--- src/rtl/text_memory_arbiter.sv ---
// text_memory_arbiter: round-robin fetch/debug access to the single-port text memory.
module text_memory_arbiter #(
  parameter logic [31:0] TEXT_BEGIN = 32'h0040_0000,
  parameter logic [31:0] TEXT_END   = 32'h0040_FFFC,
  parameter int          ADDR_WIDTH = 14,
  parameter logic [31:0] FAULT_WORD = 32'h0000_0001
) (
  input  logic                  clock,
  input  logic                  reset,
  input  logic                  fetch_req,
  input  logic [31:0]           fetch_address,
  output logic                  fetch_ready,
  output logic                  fetch_valid,
  output logic [31:0]           fetch_data,
  output logic                  fetch_fault,
  input  logic                  dbg_req,
  input  logic                  dbg_write,
  input  logic [31:0]           dbg_address,
  input  logic [31:0]           dbg_wdata,
  output logic                  dbg_ready,
  output logic                  dbg_valid,
  output logic [31:0]           dbg_rdata,
  output logic                  dbg_fault,
  output logic [ADDR_WIDTH-1:0] mem_address,
  output logic                  mem_wren,
  output logic [31:0]           mem_data,
  input  logic [31:0]           mem_q
);
  typedef enum logic {IDLE, RESP} state_t;
  state_t state;
  logic last_dbg, resp_dbg, resp_fault, resp_write;
  logic idle, acc_f, acc_d, f_fault, d_fault;
  function automatic logic bad(input logic [31:0] a);
    return a < TEXT_BEGIN || a > TEXT_END || a[1:0] != 2'b00;
  endfunction
  always_comb begin
    idle        = reset && state == IDLE;
    fetch_ready = idle && (!dbg_req || (fetch_req && last_dbg));
    dbg_ready   = idle && (!fetch_req || (dbg_req && !last_dbg));
    acc_f       = fetch_req && fetch_ready;
    acc_d       = dbg_req && dbg_ready;
    f_fault     = bad(fetch_address);
    d_fault     = bad(dbg_address);
    mem_address = acc_d ? dbg_address[ADDR_WIDTH+1:2] : acc_f ? fetch_address[ADDR_WIDTH+1:2] : '0;
    mem_wren    = acc_d && dbg_write && !d_fault;
    mem_data    = mem_wren ? dbg_wdata : '0;
    fetch_valid = reset && state == RESP && !resp_dbg;
    fetch_fault = fetch_valid && resp_fault;
    fetch_data  = !fetch_valid ? '0 : resp_fault ? FAULT_WORD : mem_q;
    dbg_valid   = reset && state == RESP && resp_dbg;
    dbg_fault   = dbg_valid && resp_fault;
    dbg_rdata   = (!dbg_valid || resp_write) ? '0 : resp_fault ? FAULT_WORD : mem_q;
  end
  // last_dbg resets to debug so the first collision goes to fetch
  always_ff @(posedge clock or negedge reset) begin
    if (!reset) begin
      state      <= IDLE;
      last_dbg   <= 1'b1;
      resp_dbg   <= 1'b0;
      resp_fault <= 1'b0;
      resp_write <= 1'b0;
    end else if (state == RESP) begin
      state <= IDLE;
    end else if (acc_f || acc_d) begin
      state      <= RESP;
      last_dbg   <= acc_d;
      resp_dbg   <= acc_d;
      resp_fault <= acc_d ? d_fault : f_fault;
      resp_write <= acc_d && dbg_write;
    end
  end
endmodule

--- config.mk ---
export PLATFORM = sky130hd
export DESIGN_NAME = text_memory_arbiter
export DESIGN_NICKNAME = d
export VERILOG_FILES = /design/src/rtl/text_memory_arbiter.sv
export SDC_FILE = /design/constraint.sdc
export NUM_CORES = 1
export LEC_CHECK = 0
export CAP_MARGIN = 30
export CELL_PAD_IN_SITES_DETAIL_PLACEMENT = 1
export CELL_PAD_IN_SITES_GLOBAL_PLACEMENT = 1
export CORE_ASPECT_RATIO = 0.8
export CORE_MARGIN = 2
export CORE_UTILIZATION = 10
export DETAILED_ROUTE_END_ITERATION = 8
export PLACE_DENSITY = 0.88
export SETUP_SLACK_MARGIN = 0.1
export SLEW_MARGIN = 20
export SYNTH_ARGS = -nofsm -noshare
export SYNTH_HDL_FRONTEND = slang
export SYNTH_SLANG_ARGS = --single-unit
--- constraint.sdc ---
create_clock -name clock -period 6.1 [get_ports clock]
set_clock_uncertainty 0.1 [all_clocks]
set_input_delay 1.22 -clock clock [delete_from_list [all_inputs] [get_ports clock]]
set_output_delay 1.22 -clock clock [all_outputs]
set_load 0.05 [all_outputs]
# Word level (Yosys, flattened, before mapping)
# Index checks and enable logic that the tools add are counted.
# totals
ff_bits,5
input_bits,133
out_inout_bits,117
wordCells,50
# op_classes
n_lt_le_gt_ge,4
n_mux,9
bitwise_logic,1
reduce_logical,31
# ops
operator,count
two-way mux 32 bit,4
"> comparator 32 x 23 -> 1 bit, second input constant",2
"less-than comparator 32 x 23 -> 1 bit, second input constant",2
two-way mux 14 bit,2
logical AND 1 bit,14
logical OR 1 bit,8
logical NOT 1 bit,6
nonzero test 2 bit,2
two-way mux 1 bit,3
AND reduction 2 bit,1
NOT 1 bit,1

# Depth between registers and ports, before layout
# Gate-level depths: netlist of run 1.
# logic_depth
depth_word,8
mapped_depth,5
depth_no_buf,4

# Worst setup path before layout of run 1
# Ideal clock, no wire load.
# synth_timing
path_kind,input-to-output
start,in reset
end,out dbg_rdata[10]
t_arrival_ns,2.799
t_required_ns,4.780
setup_slack_ns,1.981
cell_stages,4
n_path_buf,1
path_cell_list,and3_1 > nand2b_1 > clkbuf_1 > nor2_1
# synth_via
elab_chain_cells,5
# synth_lines
item,line,rtl
from (decl),9,"input logic reset,"
logical AND 1 bit (2 in a row),50,dbg_valid = reset && state == RESP && resp_dbg;
logical NOT 1 bit,52,dbg_rdata = (!dbg_valid || resp_write) ? '0 : resp_fault ? FAULT_WORD : mem_q;
logical OR 1 bit,52,
two-way mux 32 bit,52,
to (decl),22,"output logic [31:0] dbg_rdata,"
# No other way between the ends.

# Worst setup path in the final report of run 1
# layout_timing
start,in reset
end,out mem_data[7]
# layout_via
elab_chain_cells,6
# layout_lines
item,line,rtl
logical AND 1 bit,37,idle = reset && state == IDLE;
logical AND 1 bit,39,dbg_ready = idle && (!fetch_req || (dbg_req && !last_dbg));
logical AND 1 bit,41,acc_d = dbg_req && dbg_ready;
logical AND 1 bit (2 in a row),45,mem_wren = acc_d && dbg_write && !d_fault;
two-way mux 32 bit,46,mem_data = mem_wren ? dbg_wdata : '0;
to (decl),26,"output logic [31:0] mem_data,"
# No other way between the ends.

==> metrics.yaml, run 1 <==
postCtsResizedCells: 0
rsz0062_at_grt: "false"
syn2layout_area_growth_pct: 233
slew_headroom_pct: 53.8
clk_latency_ns: 0.23
synth-seq-area-share_pct: 10.8
numClockSinks: 5
powerDensity_mw_per_mm2: 84.3
core_area_mm2: 0.0114
dp_hpwl_mm: 8.15
grtUsageTotal_pct: 13.6
die_w_um: 125
status: "complete, no violations"
multi_input_area_um2: 945
synth_cells: 207
timing.rr.start: "state"
cts_max_level: 1
worst_slew_pin_slew_ns: 0.693
overflow: 0
tns_ns: 0
holdCritPathClass: "flip-flop to flip-flop"
worst_setup_path_end_kind: "primary output"
synth.most_common_cell: "nor2_1"
nets: 582
hold_start: "last_dbg"
slew_violations: 0
ant_nets: 0
cp_data_arrival_time_ns: 3.89
ctsHoldBuffers: 0
rows: 35
vias: 2354
whs_endpoint: "last_dbg"
ir_drop_uv: 145
synth-seq-cells: 5
synth_ff_type: "dfrtp_1"
grt_pass1_wl_mm: 13.7
rr_worst_depth: 4
io-pin-count: 250
r2r-end: "resp_fault"
drive_above_1_share_pct: 2.90
synth_nets: 340
worstPathRequired_ns: 4.78
synth_area_leaders: "nor2_1 23%, and2_1 18%, nand2_1 13%"
synth_async_sr_flop_share_pct: 100
clockBufferDepth: 2
rrSetupSlack_ns: 4.55
viasPerCell: 3.95
postSynthAreaPerCell_um2: 5.63
crit_type: "input pin to primary output"
wire_per_inst_um: 15.8
drtIter0Drc: 60
drc_errors: 0
root_buffer: "clkbuf_16"
drv_cap: 0
ys_types: 26
clk_pin_slew_worst_paths_ns: 0.03
nFillCells: 1395
start_util_pct: 10.2
synth_edf_count: 0
synth_top_area_cell: "nor2_1"
first_pass_iters: 4
cp-start-kind: "input pin"
worstHoldPathCells: 2
synth_top_area_share_pct: 22.6
n_antenna_cell: 0
synth_common_cells: "70 x nor2_1, 39 x nand2_1, 33 x and2_1"
cts_tree: "done"
netlist_area_mm2: 0.00116
hold_violations: 0
numPortBuffers: 249
postCtsSetupRepairBufs: 0
leakage_nw: 1.34
grt_pass1_vias: 2470
grt_max_degree: 35
seq_area_um2: 126
cts_made_buffers: 3
antenna_found_initial: 0
die-area_mm2: 0.0125
max_freq_ghz: 0.192
total_power_mw: 0.327
die_y_um: 101
finalCriticalPeriod_ns: 5.21
place_congestion: 0.795
yosys_warnings: 0
totalWireLength_mm: 9.43
cp_max_fo: 33
setup_violations: 0
finalCritPeriodShare_pct: 85.3
==> final cells by class <==
| class | instances | area share, % |
|---|---|---|
| multi-input cells | 183 | 24.4 |
| inverters | 3 | 0.290 |
| repair buffers | 253 | 65.2 |
| flip-flops and latches | 5 | 3.26 |
| clock inverters | 1 | 0.129 |
| clock buffers | 3 | 1.94 |
| well taps | 148 | 4.78 |
==> kinds of logic after synthesis <==
kind of cell,synth area share (%)
DFF,10.8
buffers and inverters,8.06
AOI/OAI and AO/OA,15.6
and+or+nand+nor,65.5
==> power breakdown <==
group / switching, mW / total [mW] / internal [mW]
sequential: 0.00327 / 0.0415 / 0.0382
combinational: 0.0743 / 0.176 / 0.102
clock: 0.0237 / 0.110 / 0.0858
total: 0.101 / 0.327 / 0.226
==> worst max path at each step <==
stage	slack, ns	to	from	cells after the start
after floorplan	1.98	dbg_rdata[10]	reset	4
after global placement	0.95	mem_data[7]	reset	7
after detailed placement	0.87	mem_data[7]	reset	7
after CTS	0.86	mem_data[7]	reset	7
after global routing	0.71	mem_data[3]	reset	7
final	0.89	mem_data[7]	reset	7
==> layer usage <==
layer / global-route usage (%) / part of all wire (%) / up-vias
li1: - / - / 1153
met1: 16.2 / 40 / 1111
met2: 26.0 / 55 / 78
met3: 2.28 / 4.5 / 12
met4: 2.77 / 1.4 / 0
met5: 0 / 0 / -
==> layout by cell type, fill, tap and decap left out, types with 2 or more instances in the layout <==
cell and instances:
a22o_1 15, nor2_1 70, and3_1 2, clkbuf_16 3, buf_4 3, inv_1 3
o211ai_1 2, nand2b_1 3, and2_1 33, dfrtp_1 4, nand2_1 39, clkdlybuf4s50_1 249
nor4_1 6
==> state kept, by name (all words and copies together) (netlist names) <==
| signal | cells |
|---|---|
| resp_fault | 1 |
| last_dbg | 1 |
| state | 1 |
| resp_write | 1 |
| resp_dbg | 1 |
==> through the flow <==
stage	instances	area (um2)	util [%]	hold WS, ns	setup WS, ns
2_1_floorplan	207	1160	-	0.351	1.98
3_3_place_gp	591	3780	33.1	0.376	0.952
3_5_place_dp	592	3800	33.2	0.389	0.870
4_1_cts	596	3880	33.9	0.394	0.863
5_1_grt	596	3880	33.9	0.410	0.715
6_report	596	3880	33.9	0.395	0.894
==> worst max-delay path, stage by stage <==
cell	delay [ns]
clkdlybuf4s50_1	0.67
nor2b_1	0.24
nand2_1	0.16
nor4_4	0.28
buf_4	0.30
and2_1	0.20
clkdlybuf4s50_1	0.81
Note: power is estimated with default switching activity, not from simulation.
==> run 2, diff against run 1 <==
- CORE_AREA: not set -> 2 2 97 99
- CORE_ASPECT_RATIO: 0.8 -> not set
- CORE_MARGIN: 2 -> not set
- CORE_UTILIZATION: 10 -> not set
- DIE_AREA: not set -> 0 0 99 101
- DONT_BUFFER_PORTS: not set -> 1
- PLACE_DENSITY: 0.88 -> 0.4
==> metrics.yaml, run 2 (synthesized netlist as in run 1, its figures left out) <==
numPortBuffers: 0  # was 249
numClockSinks: 5  # unchanged
holdCritPathClass: "flip-flop to flip-flop"  # unchanged
seq_area_um2: 126  # unchanged
grtUsageTotal_pct: 9.50  # was 13.6%
drv_cap: 0  # unchanged
worstPathRequired_ns: 4.78  # about the same
clockBufferDepth: 2  # unchanged
final_common_cell: "nor2_1"  # was clkdlybuf4s50_1
place_congestion: 0.712  # was 0.795
rows: 35  # unchanged
grt_pass1_wl_mm: 7.52  # was 13.7 mm
n_antenna_cell: 0  # unchanged
drive_above_1_share_pct: 19.8  # was 2.90%
rrSetupSlack_ns: 4.42  # was 4.55 ns
cts_max_level: 1  # unchanged
pwr-share-seq_pct: 23.9  # was 12.7%
power.share.combinational_pct: 40.3  # was 53.8%
drc_errors: 0  # unchanged
leakage_nw: 0.592  # was 1.34 nW
ant_nets: 0  # unchanged
place_ws_ns: 1.40  # was 0.870 ns
io-pin-count: 250  # unchanged
ctsHoldBuffers: 0  # unchanged
clk_pin_slew_worst_paths_ns: 0.04  # was 0.03 ns
internal_power_mw: 0.0972  # was 0.226 mW
vias: 1556  # was 2354
postCtsSetupRepairBufs: 0  # unchanged
slew_headroom_pct: 35.4  # was 53.8%
viasPerCell: 4.54  # was 3.95
wire_per_inst_um: 16.5  # was 15.8 um
worst_slew_pin_slew_ns: 0.965  # was 0.693 ns
powerDensity_mw_per_mm2: 111  # was 84.3 mW/mm2
die_y_um: 101  # about the same
finalCritPeriodShare_pct: 70.6  # was 85.3%
worst_setup_path_end_kind: "primary output"  # unchanged
grt_pass1_vias: 1390  # was 2470
root_buffer: "clkbuf_8"  # was clkbuf_16
postLayoutCoreUtil_pct: 17.3  # was 33.9%
cts_tree: "done"  # unchanged
max_freq_ghz: 0.232  # was 0.192 GHz
hold_start: "last_dbg"  # unchanged
dp_hpwl_mm: 4.87  # was 8.15 mm
die-area_mm2: 0.0100  # was 0.0125 mm2
timing.rr.start: "state"  # unchanged
grt_max_degree: 35  # unchanged
cts_made_buffers: 3  # unchanged
crit_type: "input pin to primary output"  # unchanged
pwr-share-clk_pct: 35.8  # was 33.5%
cp_data_arrival_time_ns: 2.99  # was 3.89 ns
clk_latency_ns: 0.22  # was 0.23 ns
r2r-end: "resp_fault"  # unchanged
core_area_mm2: 0.00898  # was 0.0114 mm2
whs_endpoint: "last_dbg"  # unchanged
finalWorstSetupSlack_ns: 1.79  # was 0.894 ns
first_pass_iters: 4  # unchanged
cp_max_fo: 26  # was 33
finalCriticalPeriod_ns: 4.31  # was 5.21 ns
postCtsResizedCells: 0  # unchanged
cp-start-kind: "input pin"  # unchanged
tns_ns: 0  # unchanged
slew_violations: 0  # unchanged
nets: 366  # was 582
nFillCells: 1111  # was 1395
worstHoldPathCells: 2  # unchanged
setup_violations: 0  # unchanged
status: "complete, no violations"  # unchanged
multi_input_area_um2: 947  # was 945 um2
antenna_found_initial: 0  # unchanged
hold_violations: 0  # unchanged
overflow: 0  # unchanged
die_w_um: 99  # was 125 um
rsz0062_at_grt: "false"  # unchanged
syn2layout_area_growth_pct: 33.4  # was 233%
critPathLaunch: "dbg_address[31]"  # was reset
power.switching_mw: 0.0749  # was 0.101 mW
drtIter0Drc: 18  # was 60
ir_drop_uv: 47.4  # was 145 uV
totalWireLength_mm: 5.66  # was 9.43 mm
swShare_pct: 43.5  # was 31.0%
final_cell_mix: "70 x nor2_1, 39 x nand2_1, 36 x buf_4, 33 x and2_1, 15 x a22o_1"  # was 249 x clkdlybuf4s50_1, 70 x nor2_1, 39 x nand2_1, 33 x and2_1, 15 x a22o_1
rr_worst_depth: 4  # unchanged
start_util_pct: 13.0  # was 10.2%
==> run 2: power groups by stage <==
stage / Combinational [mW] / Sequential, mW / Clock, mW
floorplan: 0.0626 / 0.0404 / 0
global placement: 0.0689 / 0.0415 / 0
detailed placement: 0.0701 / 0.0417 / 0
CTS: 0.0703 / 0.0413 / 0.0635
global route: 0.0737 / 0.0419 / 0.0657
finish: 0.0693 / 0.0412 / 0.0616
==> run 2: area by class of cell <==
type,instances,area share (%)
multi-input cells,183,61.0
repair buffers,37,18.4
well taps,111,8.94
flip-flops and latches,5,8.13
clock buffers,4,2.90
inverters,3,0.725
==> run 2: worst max-delay path by stage <==
stage	cells after the start	slack, ns	to
after floorplan	4	1.98	dbg_rdata[10]
after global placement	4	1.59	dbg_rdata[12]
after detailed placement	4	1.40	mem_data[31]
after CTS	4	1.41	mem_data[31]
after global routing	5	1.66	mem_data[1]
final	5	1.79	mem_data[31]
==> run 2: critical path, stage by stage <==
cell      delay [ns]
nor4_2          0.34
o211ai_1        0.24
nor4_4          0.42
buf_4           0.28
and2_1          0.48
==> run 2: metrics by stage <==
stage                     power (mW)  cell area, um2  hold WS (ns)  instances
after floorplan                0.103            1160         0.351        207
after global placement         0.110            1470         0.369        335
after detailed placement       0.112            1480         0.384        336
after CTS                      0.175            1520         0.389        340
after global routing           0.181            1550         0.413        343
final                          0.172            1550         0.381        343
==> run 2: layer usage <==
metal,vias up,global-route usage [%],share of wire [%]
met4,0,1.79,0.58
li1,726,-,-
met3,4,2.22,9.8
met2,127,19.2,56
met1,699,9.94,34
met5,-,0,0
